$ cat config.mk
export PLATFORM = sky130hd
export DESIGN_NAME = ll_tx_frame_gen
export DESIGN_NICKNAME = d
export VERILOG_FILES = /design/src/rtl/ll_pkg.sv /design/src/rtl/ll_tx_frame_gen.sv
export SDC_FILE = /design/constraint.sdc
export NUM_CORES = 1
export LEC_CHECK = 0
export ABC_AREA = 1
export BUFFER_PORTS_ARGS = -buffer_cell sky130_fd_sc_hd__buf_2
export CAP_MARGIN = 30
export CORE_ASPECT_RATIO = 0.6
export CORE_UTILIZATION = 40
export DETAILED_ROUTE_END_ITERATION = 7
export PLACE_DENSITY_LB_ADDON = 0.1
export RECOVER_POWER = 25
export SLEW_MARGIN = 20
export SYNTH_ARGS = -nofsm -noshare
export SYNTH_HDL_FRONTEND = slang
export SYNTH_SLANG_ARGS = --single-unit
$ cat constraint.sdc
create_clock -name tx_ll_clock -period 5.1 [get_ports tx_ll_clock]
set_input_delay 1.02 -clock tx_ll_clock [delete_from_list [all_inputs] [get_ports tx_ll_clock]]
set_output_delay 1.02 -clock tx_ll_clock [all_outputs]
set_load 0.02 [all_outputs]
$ cat src/rtl/ll_pkg.sv
// Shared definitions for the LocalLink transmit frame generator.
// Contents: FSM state encoding, Ethernet header field sizes and payload
// limits, a byte selector for 48-bit MAC addresses, and the payload
// length clamp applied when a frame request is captured.
package ll_pkg;

  typedef enum logic [2:0] {
    ST_IDLE    = 3'd0,
    ST_DA      = 3'd1,
    ST_SA      = 3'd2,
    ST_TYPE    = 3'd3,
    ST_PAYLOAD = 3'd4,
    ST_GAP     = 3'd5
  } state_e;

  localparam int MAC_ADDR_BYTES = 6;
  localparam int TYPE_BYTES     = 2;
  localparam int MIN_PAYLOAD    = 46;
  localparam int MAX_PAYLOAD    = 1500;

  // Byte n of a MAC address, n = 0 being the most significant (first on the wire).
  function automatic logic [7:0] addr_byte(input logic [47:0] addr, input logic [2:0] n);
    logic [47:0] sh;
    sh = addr << {n, 3'b000};
    return sh[47:40];
  endfunction

  function automatic logic [10:0] clamp_len(input logic [10:0] l);
    if (l < 11'(MIN_PAYLOAD)) return 11'(MIN_PAYLOAD);
    else if (l > 11'(MAX_PAYLOAD)) return 11'(MAX_PAYLOAD);
    else return l;
  endfunction

endpackage

$ cat src/rtl/ll_tx_frame_gen.sv
// LocalLink transmit frame source. On start it emits one Ethernet frame
// (DA, SA, type/length, incrementing payload) byte by byte, honouring
// destination back-pressure, then holds busy for a programmable idle gap.
//
// Ports:
//   tx_ll_clock          clock
//   tx_ll_reset_n        asynchronous active-low reset
//   start                frame request, only looked at in IDLE
//   payload_len[10:0]    requested payload bytes, clamped to 46..1500
//   busy                 frame or gap in progress
//   frame_count[15:0]    frames completed, wrapping
//   tx_ll_data_out[7:0]  frame byte
//   tx_ll_sof_out_n      start of frame, active-low
//   tx_ll_eof_out_n      end of frame, active-low
//   tx_ll_src_rdy_out_n  beat valid, active-low
//   tx_ll_dst_rdy_in_n   sink ready, active-low
//
// state    | meaning
// ---------+------------------------------------------------------------
// IDLE     | waiting for start, all LocalLink strobes deasserted
// DA       | presenting destination address byte cnt (0..5)
// SA       | presenting source address byte cnt (0..5)
// TYPE     | presenting type/length byte cnt (0..1), MSB first
// PAYLOAD  | presenting payload byte cnt (0..len-1), eof on the last
// GAP      | inter-frame idle, cnt counts down to zero
//
// The output registers always hold the beat currently offered; cnt_q is
// that beat's index within its state. Everything advances only when the
// offered beat is accepted, so a stall freezes all outputs.
module ll_tx_frame_gen
  import ll_pkg::*;
#(
  parameter logic [47:0] DEST_ADDR  = 48'hFFFF_FFFF_FFFF,
  parameter logic [47:0] SRC_ADDR   = 48'h0A35_0001_0203,
  parameter logic [15:0] ETH_TYPE   = 16'h0000,
  parameter logic [7:0]  PAT_SEED   = 8'h00,
  parameter int          IFG_CYCLES = 12
) (
  input  logic        tx_ll_clock,
  input  logic        tx_ll_reset_n,
  input  logic        start,
  input  logic [10:0] payload_len,
  output logic        busy,
  output logic [15:0] frame_count,
  output logic [7:0]  tx_ll_data_out,
  output logic        tx_ll_sof_out_n,
  output logic        tx_ll_eof_out_n,
  output logic        tx_ll_src_rdy_out_n,
  input  logic        tx_ll_dst_rdy_in_n
);

  state_e      state_q, state_d;
  logic [10:0] cnt_q, cnt_d;
  logic [10:0] len_q, len_d;
  logic [7:0]  data_q, data_d;
  logic        sof_n_q, sof_n_d;
  logic        eof_n_q, eof_n_d;
  logic        src_rdy_n_q, src_rdy_n_d;
  logic        busy_q, busy_d;
  logic [15:0] frame_count_q, frame_count_d;

  logic        xfer;
  logic [10:0] cnt_inc;
  logic [15:0] type_val;

  always_ff @(posedge tx_ll_clock or negedge tx_ll_reset_n) begin
    if (!tx_ll_reset_n) begin
      state_q       <= ST_IDLE;
      cnt_q         <= '0;
      len_q         <= '0;
      data_q        <= '0;
      sof_n_q       <= 1'b1;
      eof_n_q       <= 1'b1;
      src_rdy_n_q   <= 1'b1;
      busy_q        <= 1'b0;
      frame_count_q <= '0;
    end else begin
      state_q       <= state_d;
      cnt_q         <= cnt_d;
      len_q         <= len_d;
      data_q        <= data_d;
      sof_n_q       <= sof_n_d;
      eof_n_q       <= eof_n_d;
      src_rdy_n_q   <= src_rdy_n_d;
      busy_q        <= busy_d;
      frame_count_q <= frame_count_d;
    end
  end

  always_comb begin
    state_d       = state_q;
    cnt_d         = cnt_q;
    len_d         = len_q;
    data_d        = data_q;
    sof_n_d       = sof_n_q;
    eof_n_d       = eof_n_q;
    src_rdy_n_d   = src_rdy_n_q;
    busy_d        = busy_q;
    frame_count_d = frame_count_q;

    xfer     = ~src_rdy_n_q & ~tx_ll_dst_rdy_in_n;
    cnt_inc  = cnt_q + 11'd1;
    // A zero type parameter means the field carries the captured length.
    type_val = (ETH_TYPE != 16'h0000) ? ETH_TYPE : {5'b0, len_q};

    unique case (state_q)
      ST_IDLE: begin
        if (start) begin
          len_d       = clamp_len(payload_len);
          state_d     = ST_DA;
          cnt_d       = '0;
          data_d      = addr_byte(DEST_ADDR, 3'd0);
          sof_n_d     = 1'b0;
          eof_n_d     = 1'b1;
          src_rdy_n_d = 1'b0;
          busy_d      = 1'b1;
        end
      end

      ST_DA: begin
        if (xfer) begin
          sof_n_d = 1'b1;
          if (cnt_q == 11'(MAC_ADDR_BYTES - 1)) begin
            state_d = ST_SA;
            cnt_d   = '0;
            data_d  = addr_byte(SRC_ADDR, 3'd0);
          end else begin
            cnt_d  = cnt_inc;
            data_d = addr_byte(DEST_ADDR, cnt_inc[2:0]);
          end
        end
      end

      ST_SA: begin
        if (xfer) begin
          if (cnt_q == 11'(MAC_ADDR_BYTES - 1)) begin
            state_d = ST_TYPE;
            cnt_d   = '0;
            data_d  = type_val[15:8];
          end else begin
            cnt_d  = cnt_inc;
            data_d = addr_byte(SRC_ADDR, cnt_inc[2:0]);
          end
        end
      end

      ST_TYPE: begin
        if (xfer) begin
          if (cnt_q == 11'(TYPE_BYTES - 1)) begin
            state_d = ST_PAYLOAD;
            cnt_d   = '0;
            data_d  = PAT_SEED;
            eof_n_d = ~(len_q == 11'd1);
          end else begin
            cnt_d  = cnt_inc;
            data_d = type_val[7:0];
          end
        end
      end

      ST_PAYLOAD: begin
        if (xfer) begin
          if (!eof_n_q) begin
            src_rdy_n_d   = 1'b1;
            eof_n_d       = 1'b1;
            frame_count_d = frame_count_q + 16'd1;
            if (IFG_CYCLES == 0) begin
              state_d = ST_IDLE;
              busy_d  = 1'b0;
            end else begin
              state_d = ST_GAP;
              // Terminal count at zero, so load one less than the gap length.
              cnt_d   = 11'(IFG_CYCLES) - 11'd1;
            end
          end else begin
            cnt_d   = cnt_inc;
            data_d  = PAT_SEED + cnt_inc[7:0];
            eof_n_d = ~(cnt_inc == (len_q - 11'd1));
          end
        end
      end

      ST_GAP: begin
        if (cnt_q == 11'd0) begin
          state_d = ST_IDLE;
          busy_d  = 1'b0;
        end else begin
          cnt_d = cnt_q - 11'd1;
        end
      end

      default: begin
        state_d     = ST_IDLE;
        src_rdy_n_d = 1'b1;
        sof_n_d     = 1'b1;
        eof_n_d     = 1'b1;
        busy_d      = 1'b0;
      end
    endcase
  end

  assign busy                = busy_q;
  assign frame_count         = frame_count_q;
  assign tx_ll_data_out      = data_q;
  assign tx_ll_sof_out_n     = sof_n_q;
  assign tx_ll_eof_out_n     = eof_n_q;
  assign tx_ll_src_rdy_out_n = src_rdy_n_q;

endmodule

Word-level counts from Yosys, hierarchy flattened
Cells that the tools add are included.

storage, ports and cells
  flip-flop bits (word level) = 53
  input port bits = 15
  output and inout port bits = 28
  word-level logic and storage cells = 113

operators by class
  add/sub/neg operators = 4
  magnitude comparators = 2
  equality and inequality tests = 22
  shift-type cells = 2
  muxes and demuxes = 46
  bitwise gates (word level) = 10
  reduce and logical (&&, ||, !) cells = 18

operator list
  kind                                                                            number
  11-bit two-way mux                                                              10
  8-bit two-way mux                                                               9
  11-bit one-hot mux with 5 select lines                                          1
  44-bit by 6-bit left shift with 48-bit output (first input constant)            1
  48-bit by 6-bit left shift with 48-bit output (first input constant)            1
  8-bit one-hot mux with 5 select lines                                           1
  3-bit two-way mux                                                               10
  2-bit != test (second input constant)                                           12
  11-bit by 1-bit equality test with 1-bit output (second input constant)         2
  11-bit by 1-bit subtractor with 11-bit output (second input constant)           2
  3-bit one-hot mux with 6 select lines                                           1
  16-bit by 1-bit adder with 16-bit output (second input constant)                1
  4-bit OR reduction                                                              3
  11-bit by 1-bit adder with 11-bit output (second input constant)                1
  11-bit equality test                                                            1
  11-bit by 3-bit equality test with 1-bit output (second input constant)         1
  11-bit > comparator (second input constant)                                     1
  11-bit logical NOT                                                              1
  11-bit by 6-bit less-than comparator with 1-bit output (second input constant)  1
  1-bit two-way mux                                                               10
  10-bit AND reduction                                                            1
  5-bit nonzero test                                                              2
  1-bit inverter                                                                  9
  1-bit one-hot mux with 3 select lines                                           3
  other kinds (15)                                                                19

Logic depth before layout (Yosys ltp)
Gate-level depths: netlist (run 1).

  depth in word-level cells = 6
  mapped depth = 15
  depth with buffers taken out = 14

Worst setup path after synthesis (run 1)
No wires, ideal clock.

  kind = in2reg
  from = input tx_ll_dst_rdy_in_n
  to = register frame_count_q[15] (netlist: frame_count[15])
  library setup time = 0.128 ns
  arrival time = 1.992 ns
  data required time = 4.972 ns
  slack = 2.979 ns
  cell stages on the path = 8
  path buffers = 0
  cell sequence = nor2_4 nand2_4 or2_4 nor2_4 nand2_4 nor2_4 nand4_2 xnor2_1

between the ends
  longest elaborated chain between the ends = 3

ends and longest elaborated chain
  item                           RTL line                text
  start, declared                ll_tx_frame_gen.sv:49   input logic tx_ll_dst_rdy_in_n
  1-bit inverter                 ll_tx_frame_gen.sv:101  xfer = ~src_rdy_n_q & ~tx_ll_dst_rdy_in_n;
  1-bit bitwise AND              ll_tx_frame_gen.sv:101
  3-bit AND reduction (no line)  -
  end signal, assigned           ll_tx_frame_gen.sv:86   frame_count_q <= frame_count_d;
  end, declared                  ll_tx_frame_gen.sv:60   logic [15:0] frame_count_q, frame_count_d;

No other way between the ends.
A chain may end at the register's enable or synchronous reset.

Worst setup path after layout (run 1)
  from = register state_q[1]
  to = register cnt_q[0]

between the ends
  longest elaborated chain between the ends = 4
  elaborated cells between the ends (all ways) = 15
  those cells by class = eq/ne (10); mux (1); reduce/logical (4)

ends and longest elaborated chain
  item                                                                                                              RTL line                text
  start, declared                                                                                                   ll_tx_frame_gen.sv:52   state_e state_q, state_d;
  start signal, assigned                                                                                            ll_tx_frame_gen.sv:78   state_q <= state_d;
  3-bit by 2-bit equality test with 1-bit output or 3-bit by 1-bit equality test with 1-bit output (tied branches)  ll_tx_frame_gen.sv:106  unique case (state_q)
  2-bit OR reduction (no line)                                                                                      -
  5-bit nonzero test (no line) or 2-bit by 1-bit != test with 1-bit output (tied branches)                          -
  6-bit AND reduction (no line)                                                                                     -
  end signal, assigned                                                                                              ll_tx_frame_gen.sv:79   cnt_q <= cnt_d;
  end, declared                                                                                                     ll_tx_frame_gen.sv:53   logic [10:0] cnt_q, cnt_d;

Several ways; a longest one is shown, not always the timed one.

==> results_dict.tcl, run 1 <==
set metrics [dict create \
    htree_levels 2 \
    cts.clk_slew.worst_paths_ns 0.08 \
    power_leakage_nw 2.14 \
    relSlewSlack 0.458 \
    nets 629 \
    vias 3801 \
    ys_top_cells_by_count "161 x nand2_1, 69 x nor2_1, 65 x inv_1" \
    worstPathMaxFanout 11 \
    utilization 0.463 \
    final_max_slew_viol_count 0 \
    peakVddDrop_mv 0.205 \
    antenna_cells 0 \
    hold_buffers 0 \
    cts_resized 0 \
    status "finished, violations left" \
    drtPass1Iterations 7 \
    grt_pass1_vias 3374 \
    dpl.hpwl_mm 8.52 \
    fin_skew_ns 0.00625 \
    area_delta_synth_final_pct 12.3 \
    ys_seq_area_frac 0.351 \
    grt_pass1_wl_mm 17.8 \
    routed_wl_mm 11.0 \
    yosys-top-cells-area "dfrtp_1 33%, nand2_1 16%, nor2_1 6.8%" \
    ys.flop_type "dfrtp_1" \
    cp.arrival_ns 2.93 \
    synth_fp_nets 589 \
    grt_use_total 0.233 \
    wl_per_cell_um 15.0 \
    ys_ff_latch 53 \
    clockBufferDepth 2 \
    place_inst 727 \
    synthCells 564 \
    fin_ws_ns 2.39 \
    grt-ovfl-total 0 \
    yosysUniqueCellTypes 38 \
    setup_tns_ns 0 \
    synth_most_common_cell "nand2_1" \
    die_h_um 77.4 \
    whs_path_depth 1 \
    end_kind "flip-flop" \
    hold_slack_ns 0.480 \
    port_buffers 42 \
    grt_max_degree 54 \
    critical_path_class "reg2reg" \
    grt_setup_unrepaired "false" \
    yosysTopAreaCell "dfrtp_1" \
    ant_nets 0 \
    synth_edf_count 0 \
    start_util 0.412 \
    setup_violations 0 \
    gp_congestion 0.879 \
    reg2reg_depth 10 \
    stdcell_count 735 \
    ys_warn_count 0 \
    clk_root_buffer_cell "clkbuf_16" \
    fin_crit_sh 0.532 \
    place_area_um2 4120 \
    antenna_found_initial 0 \
    pre_cts_ws_ns 2.52 \
    drive_gt1_frac 0.134 \
    fp.dieW_um 128 \
    hold_path_class "reg2reg" \
    startpoint_type "flip-flop" \
    cts.sinks 53 \
    final_cell_area_um2 4260 \
    coreArea_um2 9190 \
    die_area_um2 9880 \
    drtIter0Drc 289 \
    fp-row-count 27 \
    period_minus_slack_ns 2.71 \
    ios 43 \
    cts_inserted_buffers 5 \
    synth_top_area_share 0.330 \
    synth_area_um2 3790 \
    tightest_slew_ns 0.810 \
    worstSkewPairLatency_ns 0.30 \
    powerDensity_nw_per_um2 550 \
    violations "design-rule violations" \
    required_ns 5.32 \
    finalPower_mw 2.34 \
    async_flop_share 1.00 \
    cts_tree "yes" \
    drc_errors 2 \
    fmax_mhz 369 \
    vias_per_cell 5.17 \
    synth_area_per_cell_um2 6.72 \
    cap_violations 0 \
    hold_viol 0 \
    postCtsSetupRepairBufs 0 \
]
[per-layer routing]
layer	global-route usage	part of all wire	wire length [µm]
met1	0.395	0.57	6280
met2	0.293	0.35	3890
met3	0.0393	0.065	713
met4	0.0482	0.0098	108
met5	0	0	0
[area by class of cell]
class / instances / area (µm²)
timing repair buffer: 43 / 218
clock buffer: 5 / 125
fill: 988 / 4930
inverter: 73 / 274
tap: 130 / 163
clock inverter: 3 / 25.0
multi-input combinational: 428 / 2120
sequential: 53 / 1330
[kinds of logic (layout without fill, tap and decap cells)]
| group | count (synthesis) | count (layout) | share of synthesized area |
|---|---|---|---|
| xor gates and xnor gates | 16 | 16 | 0.0370 |
| buffers and inverters | 83 | 124 | 0.0852 |
| DFF | 53 | 53 | 0.351 |
| adders and majority gates | 10 | 10 | 0.0330 |
| AOI/OAI and AO/OA | 91 | 91 | 0.134 |
| and+or+nand+nor | 311 | 311 | 0.360 |
[worst paths after layout]
check	startpoint	end	slack [ns]
hold / removal	frame_count[15]	frame_count[15]	0.48
setup / recovery	state_q[1]	cnt_q[0]	2.39
setup reg to reg	state_q[1]	cnt_q[0]	2.39
min in group asynchronous	tx_ll_reset_n	frame_count[1]	0.86
hold reg to reg	frame_count[15]	frame_count[15]	0.48
max in group asynchronous	tx_ll_reset_n	len_q[9]	3.76
[layout by cell type, fill, tap and decap left out, drive strengths merged]
cell type / count
nor3: 11
o22ai: 4
a21oi: 22
xor2: 9
nor4: 2
clkinv: 1
a41oi: 2
nor2: 80
a21boi: 1
dfrtp: 50
xnor2: 7
ha: 10
o21bai: 1
clkinvlp: 1
a31oi: 7
a211oi: 1
nand2: 166
buf: 43
clkbuf: 5
o21ai: 51
a21o: 1
o31ai: 1
nand4: 10
or2: 1
dfstp: 3
nand3: 39
inv: 74
nand3b: 2
[flip-flops by register name (all words and copies together) (netlist names)]
signal,count
frame_count,16
cnt_q,11
len_q,11
tx_ll_data_out,8
state_q,3
busy,1
tx_ll_eof_out_n,1
tx_ll_sof_out_n,1
tx_ll_src_rdy_out_n,1
[worst max-delay path, cell delays in order, from the launching register on]
cell and delay (ns):
dfrtp_1 0.48, nor2_1 0.15, nand2_1 0.32, inv_2 0.15, nor2_2 0.24, nand2_2 0.12, nand2_1 0.09, nand4_1 0.10
nor2_1 0.61, o21ai_0 0.19, o22ai_1 0.17
[where the power goes]
| group | internal (mW) | switching [mW] | total (mW) |
|---|---|---|---|
| registers | 0.548 | 0.157 | 0.706 |
| logic | 0.374 | 0.899 | 1.27 |
| clock network | 0.185 | 0.176 | 0.361 |
| total | 1.11 | 1.23 | 2.34 |
No activity file was read; power rests on OpenSTA's default activity.
==> run 2: changes to the inputs <==
--- a/config.mk
+++ b/config.mk
@@ -5,7 +5,7 @@
 export SDC_FILE = /design/constraint.sdc
 export NUM_CORES = 1
 export LEC_CHECK = 0
-export ABC_AREA = 1
+export ABC_AREA = 0
 export BUFFER_PORTS_ARGS = -buffer_cell sky130_fd_sc_hd__buf_2
 export CAP_MARGIN = 30
 export CORE_ASPECT_RATIO = 0.6
==> constraint.sdc (replaced) <==
create_clock -name tx_ll_clock -period 2.4 [get_ports tx_ll_clock]
set_input_delay 0.48 -clock tx_ll_clock [delete_from_list [all_inputs] [get_ports tx_ll_clock]]
set_output_delay 0.48 -clock tx_ll_clock [all_outputs]
set_load 0.02 [all_outputs]
==> results_dict.tcl, run 2 <==
set metrics [dict create \
    startpoint_type "flip-flop" \
    drive_gt1_frac 0.267 \
    status "finished clean" \
    crit_slowest_cell "or4_1" \
    cap_violations 0 \
    grt_pass1_vias 3547 \
    drtIter0Drc 366 \
    min-delay-start "payload_len[3]" \
    clkPwrFrac 0.134 \
    port_buffers 42 \
    end_kind "flip-flop" \
    synth_top_area_share 0.330 \
    routed_wl_mm 12.5 \
    setup_violations 0 \
    ys_ff_latch 53 \
    synth_most_common_cell "dfrtp_1" \
    worstSkewPairLatency_ns 0.31 \
    grt_pass1_wl_mm 19.8 \
    final_max_slew_viol_count 0 \
    power_leakage_nw 2.11 \
    required_ns 2.63 \
    cts.sinks 53 \
    p_sw_mw 2.99 \
    setup_tns_ns 0 \
    hold_path_class "in2reg" \
    finalPower_mw 6.38 \
    holdPathEnd "len_q[3]" \
    yosys-top-cells-area "dfrtp_1 33%, xnor2_1 6.2%, nand2_1 4.7%" \
    synthCells 447 \
    p_comb_frac 0.647 \
    layout_commonest_cell "buf_4" \
    grt_use_total 0.264 \
    stdcell_count 670 \
    cts_inserted_buffers 5 \
    peakVddDrop_mv 0.697 \
    r2r-end "tx_ll_eof_out_n" \
    switching_share 0.469 \
    async_flop_share 1.00 \
    fillCellCount 866 \
    fin_skew_ns 0.0148 \
    die_h_um 77.4 \
    fmax_mhz 431 \
    area_delta_synth_final_pct 26.2 \
    ys.flop_type "dfrtp_1" \
    cts.clk_slew.worst_paths_ns 0.08 \
    hold_viol 0 \
    cpPeakStageDelay_ns 0.54 \
    p_int_mw 3.39 \
    dpl.hpwl_mm 9.94 \
    seq_power_share 0.219 \
    hold_buffers 0 \
    ys_top_cells_by_count "50 x dfrtp_1, 47 x nand2_1, 36 x nor2_1" \
    ys_warn_count 0 \
    htree_levels 2 \
    whs_path_depth 2 \
    grt_setup_unrepaired "true" \
    clk_root_buffer_cell "clkbuf_16" \
    antenna_cells 0 \
    layout_common_cells "66 x buf_4, 50 x dfrtp_1, 47 x nand2_1" \
    largest_reg_flops 16 \
    cts_tree "yes" \
    drc_errors 0 \
    fp.dieW_um 128 \
    synth_fp_nets 472 \
    synth_area_per_cell_um2 8.49 \
    vias_per_cell 5.79 \
    worstPathMaxFanout 5 \
    synth_edf_count 0 \
    place_inst 661 \
    path_cells "or3_1, or4_1, nand3_1, nand4b_1, nor4_2, a21oi_1" \
    critical_path.top_delay_family "simple AND/OR/NAND/NOR gates" \
    pre_cts_ws_ns -0.0114 \
    yosysTopAreaCell "dfrtp_1" \
    fin_ws_ns 0.0822 \
    ys_seq_area_frac 0.351 \
    start_util 0.413 \
    reg2reg_depth 6 \
    nets 564 \
    vias 3881 \
    tightest_slew_ns 1.41 \
    grt_max_degree 31 \
    antenna_found_initial 0 \
    synth_area_um2 3790 \
    clockBufferDepth 2 \
    r2r_setup_slack_ns 0.08 \
    cp.arrival_ns 2.55 \
    drtPass1Iterations 5 \
    gp_congestion 0.946 \
    ant_nets 0 \
    die_area_um2 9890 \
    critical_path_class "reg2reg" \
    coreArea_um2 9190 \
    fin_crit_sh 0.966 \
    period_minus_slack_ns 2.32 \
    powerDensity_nw_per_um2 1330 \
    wl_per_cell_um 18.7 \
    yosysUniqueCellTypes 68 \
    cp_num_buf_inv 0 \
    ios 43 \
    grt-ovfl-total 0 \
    relSlewSlack 0.0570 \
    fp-row-count 27 \
    crit-reg2reg-launch "len_q[0]" \
]
[run 2: through the flow]
| step | cell area, µm² | hold slack (ns) | utilization |
|---|---|---|---|
| after global placement | 4580 | 0.453 | 0.498 |
| final | 4790 | 0.416 | 0.521 |
| after detailed placement | 4580 | 0.465 | 0.498 |
| after floorplan | 3790 | 0.184 | - |
| after CTS | 4750 | 0.201 | 0.517 |
| after global routing | 4790 | 0.428 | 0.521 |
[run 2: kinds of logic after synthesis]
| kind of cell | synth area share |
|---|---|
| AO/OA/AOI/OAI | 0.216 |
| XOR/XNOR | 0.0937 |
| adder cells (fa/ha/maj) | 0.0330 |
| buffers and inverters | 0.0429 |
| flip-flops | 0.351 |
| multiplexers | 0.00594 |
| AND/OR/NAND/NOR | 0.258 |
[run 2: repair_timing]
action,in CTS,in global routing
resized for setup,1,10
pin swaps,0,2
setup buffers,0,1
endpoints found under the setup margin,1,12
[run 2: per-layer routing]
layer | GRT usage | vias to the layer above | routed length (µm) | share of wire
li1 | - | 1821 | - | -
met1 | 0.415 | 1880 | 6430 | 0.51
met2 | 0.351 | 168 | 4850 | 0.39
met3 | 0.0683 | 12 | 1140 | 0.091
met4 | 0.0576 | 0 | 120 | 0.0096
met5 | 0 | - | 0 | 0
[run 2: worst register-to-register path, delay by kind of cell (launching register included)]
family | cells | cell delay [ns]
simple gates | 5 | 1.70
compound gates | 1 | 0.11
flops | 1 | 0.44
[run 2: how the worst max path moves through the flow]
stage / from / to / slack [ns] / cells past startpoint
2_1_floorplan: cnt_q[1] / cnt_q[8] / 0.04 / 8
3_3_place_gp: cnt_q[1] / tx_ll_data_out[6] / -0.06 / 9
3_5_place_dp: cnt_q[1] / tx_ll_data_out[6] / -0.01 / 9
4_1_cts: cnt_q[1] / tx_ll_data_out[0] / 0.03 / 9
5_1_grt: cnt_q[1] / tx_ll_data_out[0] / -0.06 / 9
6_report: len_q[0] / tx_ll_eof_out_n / 0.08 / 6
[run 2: power groups by stage]
stage / registers [mW] / logic [mW] / clock network (mW)
global route: 1.44 / 4.42 / 0.897
floorplan: 1.48 / 2.23 / 0
global placement: 1.40 / 3.87 / 0
finish: 1.40 / 4.13 / 0.857
detailed placement: 1.41 / 3.88 / 0
CTS: 1.40 / 3.92 / 0.860
[run 2: area by class of cell]
cell class	instances	area, µm²	share of cell area
Clock inverter	2	38.8	0.00810
Clock buffer	6	129	0.0269
Multi-Input combinational cell	353	2350	0.490
Tap cell	130	163	0.0340
Timing Repair Buffer	110	721	0.151
Sequential cell	53	1330	0.278
Inverter	16	60.1	0.0125
==> run 3: changes to the inputs <==
--- a/config.mk
+++ b/config.mk
@@ -7,9 +7,8 @@
 export LEC_CHECK = 0
 export ABC_AREA = 0
 export BUFFER_PORTS_ARGS = -buffer_cell sky130_fd_sc_hd__buf_2
-export CAP_MARGIN = 30
 export CORE_ASPECT_RATIO = 0.6
-export CORE_UTILIZATION = 40
+export CORE_UTILIZATION = 45
 export DETAILED_ROUTE_END_ITERATION = 7
 export PLACE_DENSITY_LB_ADDON = 0.1
 export RECOVER_POWER = 25
==> constraint.sdc (replaced) <==
create_clock -name tx_ll_clock -period 2.3 [get_ports tx_ll_clock]
set_input_delay 0.46 -clock tx_ll_clock [delete_from_list [all_inputs] [get_ports tx_ll_clock]]
set_output_delay 0.46 -clock tx_ll_clock [all_outputs]
set_load 0.02 [all_outputs]
==> results_dict.tcl, run 3 (synthesis results as in run 2) <==
set metrics [dict create \
    met2WireLength_mm 4.89 \
    antenna_found_initial 0 \
    wl_met1_mm 5.71 \
    setup_violations 9 \
    worstPathMaxFanout 4 \
    grt_max_degree 54 \
    cap_violations 0 \
    crit_slowest_cell "or4b_4" \
    path_cells "inv_2, ha_4, or4b_4, a2111oi_4, a2bb2oi_4, buf_6, nor3_2, a221oi_2, a21oi_1" \
    largest_reg_flops 16 \
    fin_skew_ns 0.0126 \
    highest_layer "met4" \
    final_cell_area_um2 4920 \
    p_int_mw 3.56 \
    vias 3937 \
    final_max_slew_viol_count 0 \
    area_delta_synth_final_pct 29.7 \
    cts.sinks 53 \
    ant_nets 0 \
    end_kind "flip-flop" \
    required_ns 2.49 \
    p_sw_mw 3.15 \
    die_area_um2 8810 \
    stdcell_count 661 \
    violations "negative setup slack" \
    port_buffers 42 \
    hold_path_class "in2reg" \
    fp-row-count 25 \
    seq_power_share 0.217 \
    dpl.hpwl_mm 9.22 \
    drive_gt1_frac 0.315 \
    drc_errors 0 \
    powerDensity_nw_per_um2 1360 \
    cts.clk_slew.worst_paths_ns 0.08 \
    fin_ws_ns -0.0901 \
    clockBufferDepth 2 \
    grt_use_total 0.283 \
    layout_commonest_cell "buf_4" \
    drtIter0Drc 421 \
    period_minus_slack_ns 2.39 \
    p_comb_frac 0.667 \
    cts_inserted_buffers 5 \
    critical_path_class "reg2reg" \
    tightest_slew_ns 1.36 \
    power_leakage_nw 2.18 \
    coreArea_um2 8010 \
    die_h_um 73.1 \
    switching_share 0.469 \
    fillCellCount 702 \
    fmax_mhz 418 \
    cpPeakStageDelay_ns 0.50 \
    regArea_um2 1330 \
    cp.arrival_ns 2.58 \
    peakVddDrop_mv 0.774 \
    grt-ovfl-total 0 \
    clk_root_buffer_cell "clkbuf_16" \
    hold_viol 0 \
    grt_pass1_wl_mm 19.0 \
    status "finished, violations left" \
    startpoint_type "flip-flop" \
    ios 43 \
    place_area_um2 4600 \
    drtPass1Iterations 5 \
    routed_wl_mm 12.1 \
    grt_setup_unrepaired "true" \
    worstSkewPairLatency_ns 0.30 \
    fin_crit_sh 1.04 \
    cts_tree "yes" \
    grt_pass1_vias 3531 \
    htree_levels 2 \
    gp_congestion 0.949 \
    nets 577 \
    layout_common_cells "77 x buf_4, 48 x dfrtp_1, 45 x nand2_1" \
    multi_input_area_um2 2420 \
    place_inst 645 \
    clkPwrFrac 0.116 \
    start_util 0.474 \
    wl_per_cell_um 18.2 \
    antenna_cells 0 \
    relSlewSlack 0.0954 \
    wl_met3_mm 1.35 \
    fp.dieW_um 121 \
    vias_per_cell 5.96 \
]
==> run 3: changes by cell type in the layout (fill, tap and decap cells not counted), moves of 2 or more <==
cell	previous run	this run
ha_1	10	8
buf_6	1	3
clkbuf_1	2	0
nand2_1	47	45
o221ai_2	0	2
dfrtp_2	0	2
buf_4	66	77
nor2_1	36	34
nand2_2	0	2
o221ai_1	3	1
dfrtp_1	50	48
==> run 3: power by group through the flow <==
stage	clock network (mW)	registers, mW	logic, mW
after global routing	0.836	1.49	4.81
after global placement	0	1.45	3.87
after floorplan	0	1.55	2.33
after CTS	0.792	1.44	4.01
final	0.780	1.46	4.48
after detailed placement	0	1.46	3.93
==> run 3: routing by layer <==
layer  vias up  global-route usage
li1       1852                   -
met1      1883               0.431
met2       186               0.397
met3        16              0.0789
met4         0              0.0494
met5         -                   0
==> run 3: what timing repair did <==
action	CTS	global route
resized for setup	0	31
setup buffers	2	6
cloned	0	0
pin swaps	1	14
hold buffers	0	0
setup endpoints to repair	3	12
==> run 3: area by class of cell <==
class / count / share of cell area
sequential: 53 / 0.271
timing repair buffer: 123 / 0.168
clock inverter: 3 / 0.00432
tap: 108 / 0.0275
inverter: 16 / 0.0122
multi-input combinational: 353 / 0.492
clock buffer: 5 / 0.0254
==> run 3: stage by stage <==
stage | util | worst slack (ns) | setup TNS (ns) | power [mW] | hold WS (ns)
after floorplan | - | 0.00360 | 0 | 3.88 | 0.164
after global placement | 0.574 | -0.00709 | -0.00709 | 5.32 | 0.450
after detailed placement | 0.574 | -0.0616 | -0.105 | 5.39 | 0.475
after CTS | 0.594 | 0.00414 | 0 | 6.24 | 0.161
after global routing | 0.615 | -0.155 | -1.33 | 7.14 | 0.402
final | 0.615 | -0.0901 | -0.318 | 6.71 | 0.402
==> run 3: final timing paths <==
path | from | endpoint | slack (ns) | depth (start not counted)
worst max-delay path | cnt_q[1] | cnt_q[8] | -0.09 | 9
worst min-delay path | payload_len[3] | len_q[3] | 0.40 | 2
worst max register to register | cnt_q[1] | cnt_q[8] | -0.09 | 9
worst min register to register | frame_count[10] | frame_count[10] | 0.49 | 1
max in group asynchronous | tx_ll_reset_n | cnt_q[0] | 0.84 | 2
min in group asynchronous | tx_ll_reset_n | cnt_q[6] | 0.53 | 2
==> run 3: worst max-delay path: cells and delay by family (launching register included) <==
| family | cells | cell delay, ns |
|---|---|---|
| compound gates | 4 | 0.98 |
| fa+ha+maj | 1 | 0.12 |
| buf+inv | 2 | 0.21 |
| flops | 1 | 0.41 |
| simple gates | 2 | 0.56 |
